**config.mk**
```make
export PLATFORM = sky130hd
export DESIGN_NAME = mem_lsu
export DESIGN_NICKNAME = d
export VERILOG_FILES = /design/src/rtl/mem_lsu.sv
export SDC_FILE = /design/constraint.sdc
export NUM_CORES = 1
export LEC_CHECK = 0
export ABC_AREA = 1
export CAP_MARGIN = 40
export CELL_PAD_IN_SITES_DETAIL_PLACEMENT = 1
export CELL_PAD_IN_SITES_GLOBAL_PLACEMENT = 2
export CORE_ASPECT_RATIO = 1.4
export CORE_UTILIZATION = 21
export CTS_CLUSTER_DIAMETER = 120
export CTS_CLUSTER_SIZE = 30
export DETAILED_ROUTE_END_ITERATION = 10
export MAX_ROUTING_LAYER = met4
export PLACE_DENSITY = 0.82
export SLEW_MARGIN = 20
export SYNTH_ARGS = -nofsm -noshare
export SYNTH_HDL_FRONTEND = slang
export SYNTH_SLANG_ARGS = --single-unit
```
**constraint.sdc**
```tcl
create_clock -name clk -period 1.3 [get_ports clk]
set_input_delay 0.26 -clock clk [delete_from_list [all_inputs] [get_ports clk]]
set_output_delay 0.26 -clock clk [all_outputs]
set_load 0.02 [all_outputs]
```
**src/rtl/mem_lsu.sv**
```systemverilog
// mem_lsu: data-memory load/store unit sitting between EX_MEM and a simple
// single-outstanding-request data bus.
//
// Optional feature macro: MISALIGN_TRAP_EN
//   defined   : misaligned halfword/word accesses take the access_fault path
//   undefined : address low bits below the access size are cleared, so every
//               access is forced to natural alignment and never faults
//
// Bus handshake: dmem_req is a level request. Once raised, dmem_req, dmem_we,
// dmem_addr, dmem_wdata and dmem_be stay constant until the cycle in which
// dmem_ack is sampled high. That cycle completes the transfer and dmem_rdata is
// valid only there. dmem_ack is ignored whenever no request is outstanding.
module mem_lsu (
  input  logic        clk,
  input  logic        reset,
  input  logic [31:0] addr_in,
  input  logic [31:0] wdata_in,
  input  logic [2:0]  funct3_in,
  input  logic        MemW_in,
  input  logic        memRead_in,
  output logic        dmem_req,
  output logic        dmem_we,
  output logic [31:0] dmem_addr,
  output logic [31:0] dmem_wdata,
  output logic [3:0]  dmem_be,
  input  logic        dmem_ack,
  input  logic [31:0] dmem_rdata,
  output logic [31:0] load_data,
  output logic        stall,
  output logic        access_fault
);

  typedef enum logic [1:0] {
    ST_IDLE = 2'd0,
    ST_REQ  = 2'd1,
    ST_DONE = 2'd2
  } state_e;

  state_e      state_q, state_d;
  logic        req_q, req_d;
  logic        we_q, we_d;
  logic [31:0] addr_q, addr_d;
  logic [31:0] wdata_q, wdata_d;
  logic [3:0]  be_q, be_d;
  logic [2:0]  f3_q, f3_d;
  logic [1:0]  off_q, off_d;
  logic [31:0] load_data_q, load_data_d;

  logic        access;
  logic        f3_legal;
  logic        misaligned;
  logic        access_ok;
  logic [1:0]  lane_off;
  logic [3:0]  be_new;
  logic [31:0] wdata_new;
  logic [31:0] rdata_shift;
  logic [31:0] load_ext;
  logic        stall_c;
  logic        fault_c;

  // Decode the incoming EX_MEM access: legality, lane offset, byte enables and
  // lane-replicated store data. A store wins when both request lines are high.
  always_comb begin
    access     = MemW_in | memRead_in;
    f3_legal   = 1'b0;
    misaligned = 1'b0;
    lane_off   = 2'b00;
    be_new     = 4'b1111;
    wdata_new  = wdata_in;

    case (funct3_in)
      3'b000, 3'b001, 3'b010: f3_legal = 1'b1;
      3'b100, 3'b101:         f3_legal = ~MemW_in;
      default:                f3_legal = 1'b0;
    endcase

`ifdef MISALIGN_TRAP_EN
    misaligned = ((funct3_in[1:0] == 2'b01) && addr_in[0]) ||
                 ((funct3_in[1:0] == 2'b10) && (addr_in[1:0] != 2'b00));
`else
    misaligned = 1'b0;
`endif

    case (funct3_in[1:0])
      2'b00: begin
        lane_off  = addr_in[1:0];
        be_new    = 4'b0001 << addr_in[1:0];
        wdata_new = {4{wdata_in[7:0]}};
      end
      2'b01: begin
        lane_off  = {addr_in[1], 1'b0};
        be_new    = 4'b0011 << {addr_in[1], 1'b0};
        wdata_new = {2{wdata_in[15:0]}};
      end
      default: begin
        lane_off  = 2'b00;
        be_new    = 4'b1111;
        wdata_new = wdata_in;
      end
    endcase

    access_ok = access & f3_legal & ~misaligned;
  end

  // Align the returned word to the latched lane and extend it by access type.
  always_comb begin
    rdata_shift = dmem_rdata >> {off_q, 3'b000};
    case (f3_q)
      3'b000:  load_ext = {{24{rdata_shift[7]}}, rdata_shift[7:0]};
      3'b001:  load_ext = {{16{rdata_shift[15]}}, rdata_shift[15:0]};
      3'b100:  load_ext = {24'h000000, rdata_shift[7:0]};
      3'b101:  load_ext = {16'h0000, rdata_shift[15:0]};
      default: load_ext = dmem_rdata;
    endcase
  end

  // Next-state and datapath-capture logic for the IDLE -> REQ -> DONE sequence.
  always_comb begin
    state_d     = state_q;
    req_d       = req_q;
    we_d        = we_q;
    addr_d      = addr_q;
    wdata_d     = wdata_q;
    be_d        = be_q;
    f3_d        = f3_q;
    off_d       = off_q;
    load_data_d = load_data_q;
    stall_c     = 1'b0;
    fault_c     = 1'b0;

    case (state_q)
      ST_IDLE: begin
        if (access_ok) begin
          addr_d  = {addr_in[31:2], 2'b00};
          wdata_d = wdata_new;
          be_d    = be_new;
          we_d    = MemW_in;
          f3_d    = funct3_in;
          off_d   = lane_off;
          req_d   = 1'b1;
          stall_c = 1'b1;
          state_d = ST_REQ;
        end else if (access) begin
          // Illegal or trapped access: flag it, let the pipeline move on.
          fault_c = 1'b1;
        end
      end
      ST_REQ: begin
        stall_c = 1'b1;
        if (dmem_ack) begin
          req_d = 1'b0;
          if (!we_q) begin
            load_data_d = load_ext;
          end
          state_d = ST_DONE;
        end
      end
      ST_DONE: begin
        // Stall released for exactly this cycle so the pipeline steps once.
        state_d = ST_IDLE;
      end
      default: begin
        state_d = ST_IDLE;
      end
    endcase
  end

  // State and output registers; reset abandons any outstanding request.
  always_ff @(posedge clk or negedge reset) begin
    if (!reset) begin
      state_q     <= ST_IDLE;
      req_q       <= 1'b0;
      we_q        <= 1'b0;
      addr_q      <= 32'h0;
      wdata_q     <= 32'h0;
      be_q        <= 4'h0;
      f3_q        <= 3'b000;
      off_q       <= 2'b00;
      load_data_q <= 32'h0;
    end else begin
      state_q     <= state_d;
      req_q       <= req_d;
      we_q        <= we_d;
      addr_q      <= addr_d;
      wdata_q     <= wdata_d;
      be_q        <= be_d;
      f3_q        <= f3_d;
      off_q       <= off_d;
      load_data_q <= load_data_d;
    end
  end

  assign dmem_req     = req_q;
  assign dmem_we      = we_q;
  assign dmem_addr    = addr_q;
  assign dmem_wdata   = wdata_q;
  assign dmem_be      = be_q;
  assign load_data    = load_data_q;
  // Combinational outputs are forced low while reset is held.
  assign stall        = stall_c & reset;
  assign access_fault = fault_c & reset;

endmodule

```
==> results of run 1 <==
[cell families after synthesis]
family / Yosys count
buffers and inverters: 96
AO/OA/AOI/OAI: 99
flip-flops: 107
other: 1
AND/OR/NAND/NOR: 406
[routing by layer]
metal	wire length [µm]	global-route usage, %	vias to the layer above
met5	0	-	-
met4	511	6.37	0
met3	887	3.06	35
met2	13000	34.8	148
met1	9190	21.1	2847
li1	-	-	2782
[timing repair]
item                       CTS  global route
pin swaps                   64            43
cloned                      24             3
resized for setup          578           212
hold endpoints to repair     9             0
setup endpoints to repair  200           137
hold buffers                 1             0
buffers inserted            27             9
[cell type report]
class                      instances  area [µm²]
fill                            2882       14800
multi-input combinational        507        3200
timing repair buffer             313        3070
sequential                       107        2680
tap                              315         394
inverter                          56         243
clock buffer                       9         225
clock inverter                     7        60.1
[Yosys cell counts]
library cell  instances
buf_2                17
nor2_4                1
nand3_2               1
buf_6                 5
nand2_2               1
conb_1                1
buf_1                 1
nand3_1              43
o21ai_0              39
nand2_4               1
nand2_1             329
a21oi_1              57
clkbuf_1             10
nor3_1                1
o21ai_2               1
clkinv_1              2
inv_2                 4
dfrtp_1             107
inv_1                50
o21ai_1               1
nor2_1                8
o21ai_4               1
nor2_2                2
buf_4                 7
or2_2                16
nor4_1                1
nand4_1               2
[worst max-delay path by stage]
stage | from | end | slack (ns) | depth (start not counted)
after detailed placement | funct3_in[1] | stall | -0.97 | 6
after global routing | state_q[1] | stall | -0.39 | 6
after floorplan | state_q[1] | stall | -0.13 | 7
after CTS | state_q[0] | stall | -0.30 | 6
final | state_q[0] | stall | -0.30 | 6
after global placement | funct3_in[1] | stall | -0.97 | 6
[state kept, by name (all words and copies together) (netlist names)]
register / count
dmem_req: 1
off_q: 2
dmem_addr: 30
dmem_we: 1
dmem_wdata: 32
f3_q: 3
load_data: 32
dmem_be: 4
state_q: 2
[power by group through the flow]
stage / combinational [µW] / clock, µW / sequential, µW
after floorplan: 2950 / 0 / 7310
after detailed placement: 9360 / 0 / 5690
after global routing: 12000 / 3020 / 6030
after CTS: 10800 / 2900 / 5730
after global placement: 9240 / 0 / 5660
final: 11100 / 2790 / 5840
[critical path: stages (launching register included)]
cell and delay, ns:
dfrtp_1 0.38, inv_2 0.08, nand2_4 0.06, nor2_4 0.11, nand2_4 0.08, a21oi_4 0.12, buf_6 0.13
[layout by cell type, fill, tap and decap left out, types with 20 or more instances in the layout]
cell and count:
nand2_4 38, inv_1 45, a21oi_2 22, nand2_1 207
dfrtp_1 105, clkdlybuf4s50_1 97, buf_2 86, nand3_2 20
buf_12 20, o21ai_2 25, buf_4 62, a21oi_1 30
nand2_2 84
[stage by stage]
step                hold WS, ns  TNS, ns
global route             0.0828   -21.82
detailed placement        0.292   -77.81
CTS                      0.0648   -18.31
floorplan               -0.0356   -0.128
global placement          0.297   -75.34
finish                   0.0561   -13.77
==> results by group, run 1 <==
GRT
  – Initial antenna violation count: 0
  – Largest net degree at the start of global routing: 49
  – Vias in the first global route: 6337
  – Gr usage total: 19.2%
  – First-pass GRT wire length: 36000 µm
  – GRT overflow: 0

Power
  – Power density over the cells: 2000 nW/µm²
  – Cell internal pwr: 11000 µW
  – Sw frac: 44.6%
  – Power Total: 19800 µW
  – Combinational power share: 56.4%
  – Leakage: 0.00494 µW
  – Worst IR Drop VDD: 1.02 mV
  – Clock Power Share: 14.1%
  – Switching pwr: 8820 µW
  – Sequential power share: 29.5%

Routing
  – Initial DRC count: 132
  – Post-DRT Antenna Nets: 0
  – Via count: 5812
  – Residual DRC: 0
  – Wire per inst: 18.0 µm
  – Drt first pass iters: 4
  – Detailed Route WL: 23600 µm
  – Via-to-Cell Ratio: 4.42

Die
  – DIE AREA: 25900 µm²
  – IO Count: 208
  – Die width: 136 µm
  – Die Y-Extent: 190 µm
  – Core area: 24700 µm²
  – # rows: 68
  – Starting density of the core: 21.5%

Yosys
  – Largest family of logic cells by synthesized area: simple AND/OR/NAND/NOR gates
  – Seq cells post-synth: 107
  – Synth Area in Simple Gates: 31.3%
  – Register area share after synthesis: 50.6%
  – XOR/XNOR Fraction of Synth Area: 0%
  – Adder-cell share of the synthesized area: 0%
  – Synth Instances: 709
  – Synthesized area: 5290 µm²
  – Largest cells by area after synthesis: dfrtp_1, nand2_1, a21oi_1
  – YS warnings: 0
  – Synth Area in Compound Gates: 9.65%
  – Mux contribution to synthesized area: 0%
  – Top cell type's share of synthesized area: 50.6%
  – Distinct cells, synth: 27
  – Synthesized area per cell: 7.46 µm²
  – Area leader, netlist: dfrtp_1

Clock network
  – Worst-path clk slew: 0.08 ns
  – CTS buffer count: 9
  – H-tree depth: 3
  – CTS tree: yes
  – Clk sinks: 107
  – Clk_lat worst skew: 0.37 ns
  – Longest Clk Path Bufs: 2
  – Root buf cell: clkbuf_16

Placement
  – IO Port Bufs: 205
  – Post-DP Area: 8060 µm²
  – Detail Placement HPWL: 14700 µm
  – Pre-CTS setup slack: -0.972 ns
  – Placed cells: 1251
  – GPL Wtd Cong: 0.813

Critical path
  – Reg2reg setup slack: -0.22 ns
  – CP Class: reg2out
  – CP startpoint kind: flip-flop
  – Critical R2R Capture: dmem_addr[30]
  – Setup crit end kind: output port
  – Worst reg2reg path depth: 11
  – Worst r2r src: state_q[0]
  – WP data required: 1.04 ns
  – CP max FO: 2
  – Arr. time, crit path: 1.34 ns

Layout
  – Final Non-Filler Cells: 1314
  – Final Util: 40.0%
  – Layout area overhead: 86.6%
  – Final #Nets: 1098
  – Number of diodes: 0
  – Finished layout cell area: 9870 µm²
  – Layout cell share with drive strength beyond 1: 47.2%

STA
  – Final Setup Violations: 107
  – Minimum clock period: 1.60 ns
  – FMAX: 624 MHz
  – Fin worst setup slack: -0.302 ns
  – Hold Vio Cnt, Final: 0
  – Clock Skews: 0.00908 ns
  – RSZ-0062 raised after global routing: yes
  – Max-slew violations: 0
  – Fin crit share: 123%
  – Slew headroom: 54.8%
  – Slew @ Worst Pin: 0.678 ns

Status
  – Outcome: finished with violations
  – Violated checks: negative setup slack

Hold path
  – HP Class: in2async

Flow run
  – Max-Cap Viols: 0
No activity file was read; power rests on OpenSTA's default activity.
==> run 2: changes to the inputs <==
==> constraint.sdc (replaced) <==
create_clock -name clk -period 1.35 [get_ports clk]
set_input_delay 0.27 -clock clk [delete_from_list [all_inputs] [get_ports clk]]
set_output_delay 0.27 -clock clk [all_outputs]
set_load 0.02 [all_outputs]
==> run 2 against run 1 <==
Hold slack worse by 0.0078 ns. Critical path type unchanged. First-iteration DRC count is 22% higher. Clock power is 11% higher. Clock skew decreased by 0.00068 ns. Utilization decreased by 2.5 points. Power shrank 7.5%. The run still ends with negative setup slack left. Combinational power decreased by 12%. Critical endpoint unchanged.
==> results by group, run 2 (synthesis gave the netlist of run 1 again) <==
Status
  – Outcome: finished with violations
  – Violated checks: negative setup slack

GRT
  – GRT overflow: 0
  – Largest net degree at the start of global routing: 60
  – Gr usage total: 17.2%
  – Initial antenna violation count: 0
  – First-pass GRT wire length: 32500 µm
  – Vias in the first global route: 5913

Routing
  – Detailed Route WL: 22800 µm
  – Residual DRC: 0
  – Initial DRC count: 161
  – Post-DRT Antenna Nets: 0
  – Drt first pass iters: 4
  – Wire per inst: 17.5 µm
  – Via-to-Cell Ratio: 4.35
  – Via count: 5655

Clock network
  – Longest Clk Path Bufs: 2
  – CTS buffer count: 9
  – H-tree depth: 3
  – Root buf cell: clkbuf_16
  – Clk sinks: 107
  – Hold buffers post-CTS: 0
  – Worst-path clk slew: 0.08 ns
  – Clk_lat worst skew: 0.37 ns
  – CTS tree: yes

Layout
  – Finished layout cell area: 9260 µm²
  – Most frequent cells in the layout: nand2_1, dfrtp_1, clkdlybuf4s50_1
  – Final #Nets: 1083
  – Layout area overhead: 75.0%
  – Most common cell after layout, fill and taps aside: nand2_1
  – Number of diodes: 0
  – Layout cell share with drive strength beyond 1: 29.0%

Placement
  – IO Port Bufs: 205
  – Post-DP Area: 8060 µm²
  – GPL Wtd Cong: 0.801
  – Pre-CTS setup slack: -0.520 ns
  – Detail Placement HPWL: 14700 µm

Power
  – Leakage: 0.00464 µW
  – Combinational power share: 53.3%
  – Cell internal pwr: 10500 µW
  – Worst IR Drop VDD: 0.889 mV
  – Power density over the cells: 1970 nW/µm²
  – Sw frac: 42.4%
  – Sequential power share: 29.8%
  – Clock Power Share: 16.9%
  – Switching pwr: 7750 µW

Critical path
  – CP Depth: 6
  – Crit-path cells: inv_2, nand2_4, nor2_4, nand2_4, a21oi_4, buf_6
  – Worst reg2reg path depth: 10
  – Crit-path most repeated cell: nand2_4
  – Worst r2r src: state_q[1]
  – Worst path buffer plus inverter count: 2
  – Worst setup endpoint: stall
  – CP Class: reg2out
  – Reg2reg setup slack: -0.22 ns
  – CP max FO: 2
  – Setup crit end kind: output port
  – WP data required: 1.08 ns
  – Worst path top cell family by delay: flip-flops
  – Slowest-stage cell, CP: dfrtp_1
  – Crit path from: state_q[1]
  – Crit path largest cell delay: 0.40 ns
  – Arr. time, crit path: 1.37 ns
  – Critical R2R Capture: dmem_be[0]
  – CP startpoint kind: flip-flop

STA
  – RSZ-0062 raised after global routing: yes
  – FMAX: 608 MHz
  – Minimum clock period: 1.64 ns
  – Clock Skews: 0.00840 ns
  – Setup TNS Final: -14.64 ns
  – Hold Vio Cnt, Final: 0
  – Fin crit share: 122%
  – Fin Hold WS: 0.0483 ns
  – Final Setup Violations: 106
  – Fin worst setup slack: -0.295 ns
  – Max-slew violations: 0

Die
  – Starting density of the core: 21.5%
  – Core area: 24700 µm²
  – Die width: 136 µm
  – DIE AREA: 25900 µm²
  – Die Y-Extent: 190 µm
  – IO Count: 208
  – # rows: 68

Flow run
  – Max-Cap Viols: 0

Hold path
  – HP Class: in2async
-- run 2: cell count changes in the layout (fill, tap and decap cells not counted), moves of 17 or more --
cell	change
buf_2	-84
clkdlybuf4s15_2	+30
nand2_4	-31
clkbuf_2	+33
a21oi_2	-17
nand2_2	-72
a21oi_1	+21
clkdlybuf4s15_1	+23
nand2_1	+104
-- run 2: power by group through the flow --
stage,registers [µW],logic [µW],clock network [µW]
4_1_cts,5450,9350,3190
6_report,5450,9730,3090
5_1_grt,5640,10500,3300
3_5_place_dp,5470,8980,0
2_1_floorplan,7040,2840,0
3_3_place_gp,5430,8900,0
-- run 2: stage by stage --
stage                     std cells  utilization (%)  power [µW]
after floorplan                 710                -        9880
after detailed placement       1250             32.6       14500
after global routing           1299             37.5       19500
after global placement         1250             32.6       14300
final                          1299             37.5       18300
after CTS                      1280             36.3       18000
-- run 2: worst min-delay path by stage --
stage / startpoint / end / slack (ns) / cells after the start
2_1_floorplan: reset / dmem_addr[10] / -0.03 / 0
3_3_place_gp: load_data[10] / load_data[10] / 0.46 / 2
3_5_place_dp: dmem_addr[18] / dmem_addr[18] / 0.46 / 2
4_1_cts: reset / dmem_addr[14] / 0.07 / 3
5_1_grt: reset / state_q[0] / 0.06 / 3
6_report: reset / off_q[1] / 0.05 / 3
-- run 2: timing repair --
item	in CTS	in global routing
setup endpoints to repair	200	140
buffers inserted	7	6
gates resized for setup	322	112
pin swaps	27	7
gates cloned	7	14
-- run 2: layout make-up --
cell class / count / area (µm²)
Sequential cell: 107 / 2680
Clock buffer: 10 / 239
Timing Repair inverter: 1 / 11.3
Multi-Input combinational cell: 508 / 2510
Clock inverter: 6 / 96.3
Timing Repair Buffer: 296 / 3090
Fill cell: 2946 / 15400
Inverter: 56 / 239
Tap cell: 315 / 394
-- run 2: per-layer routing --
layer  part of all wire [%]  GRT usage (%)
met1                     39           19.2
met2                     55           30.5
met5                      0              -
met3                    3.7           2.58
met4                    2.2           6.45
-- run 2: worst min-delay path: cells and delay by family --
kind                   cells  cell delay [ns]
buffers and inverters      3             0.55
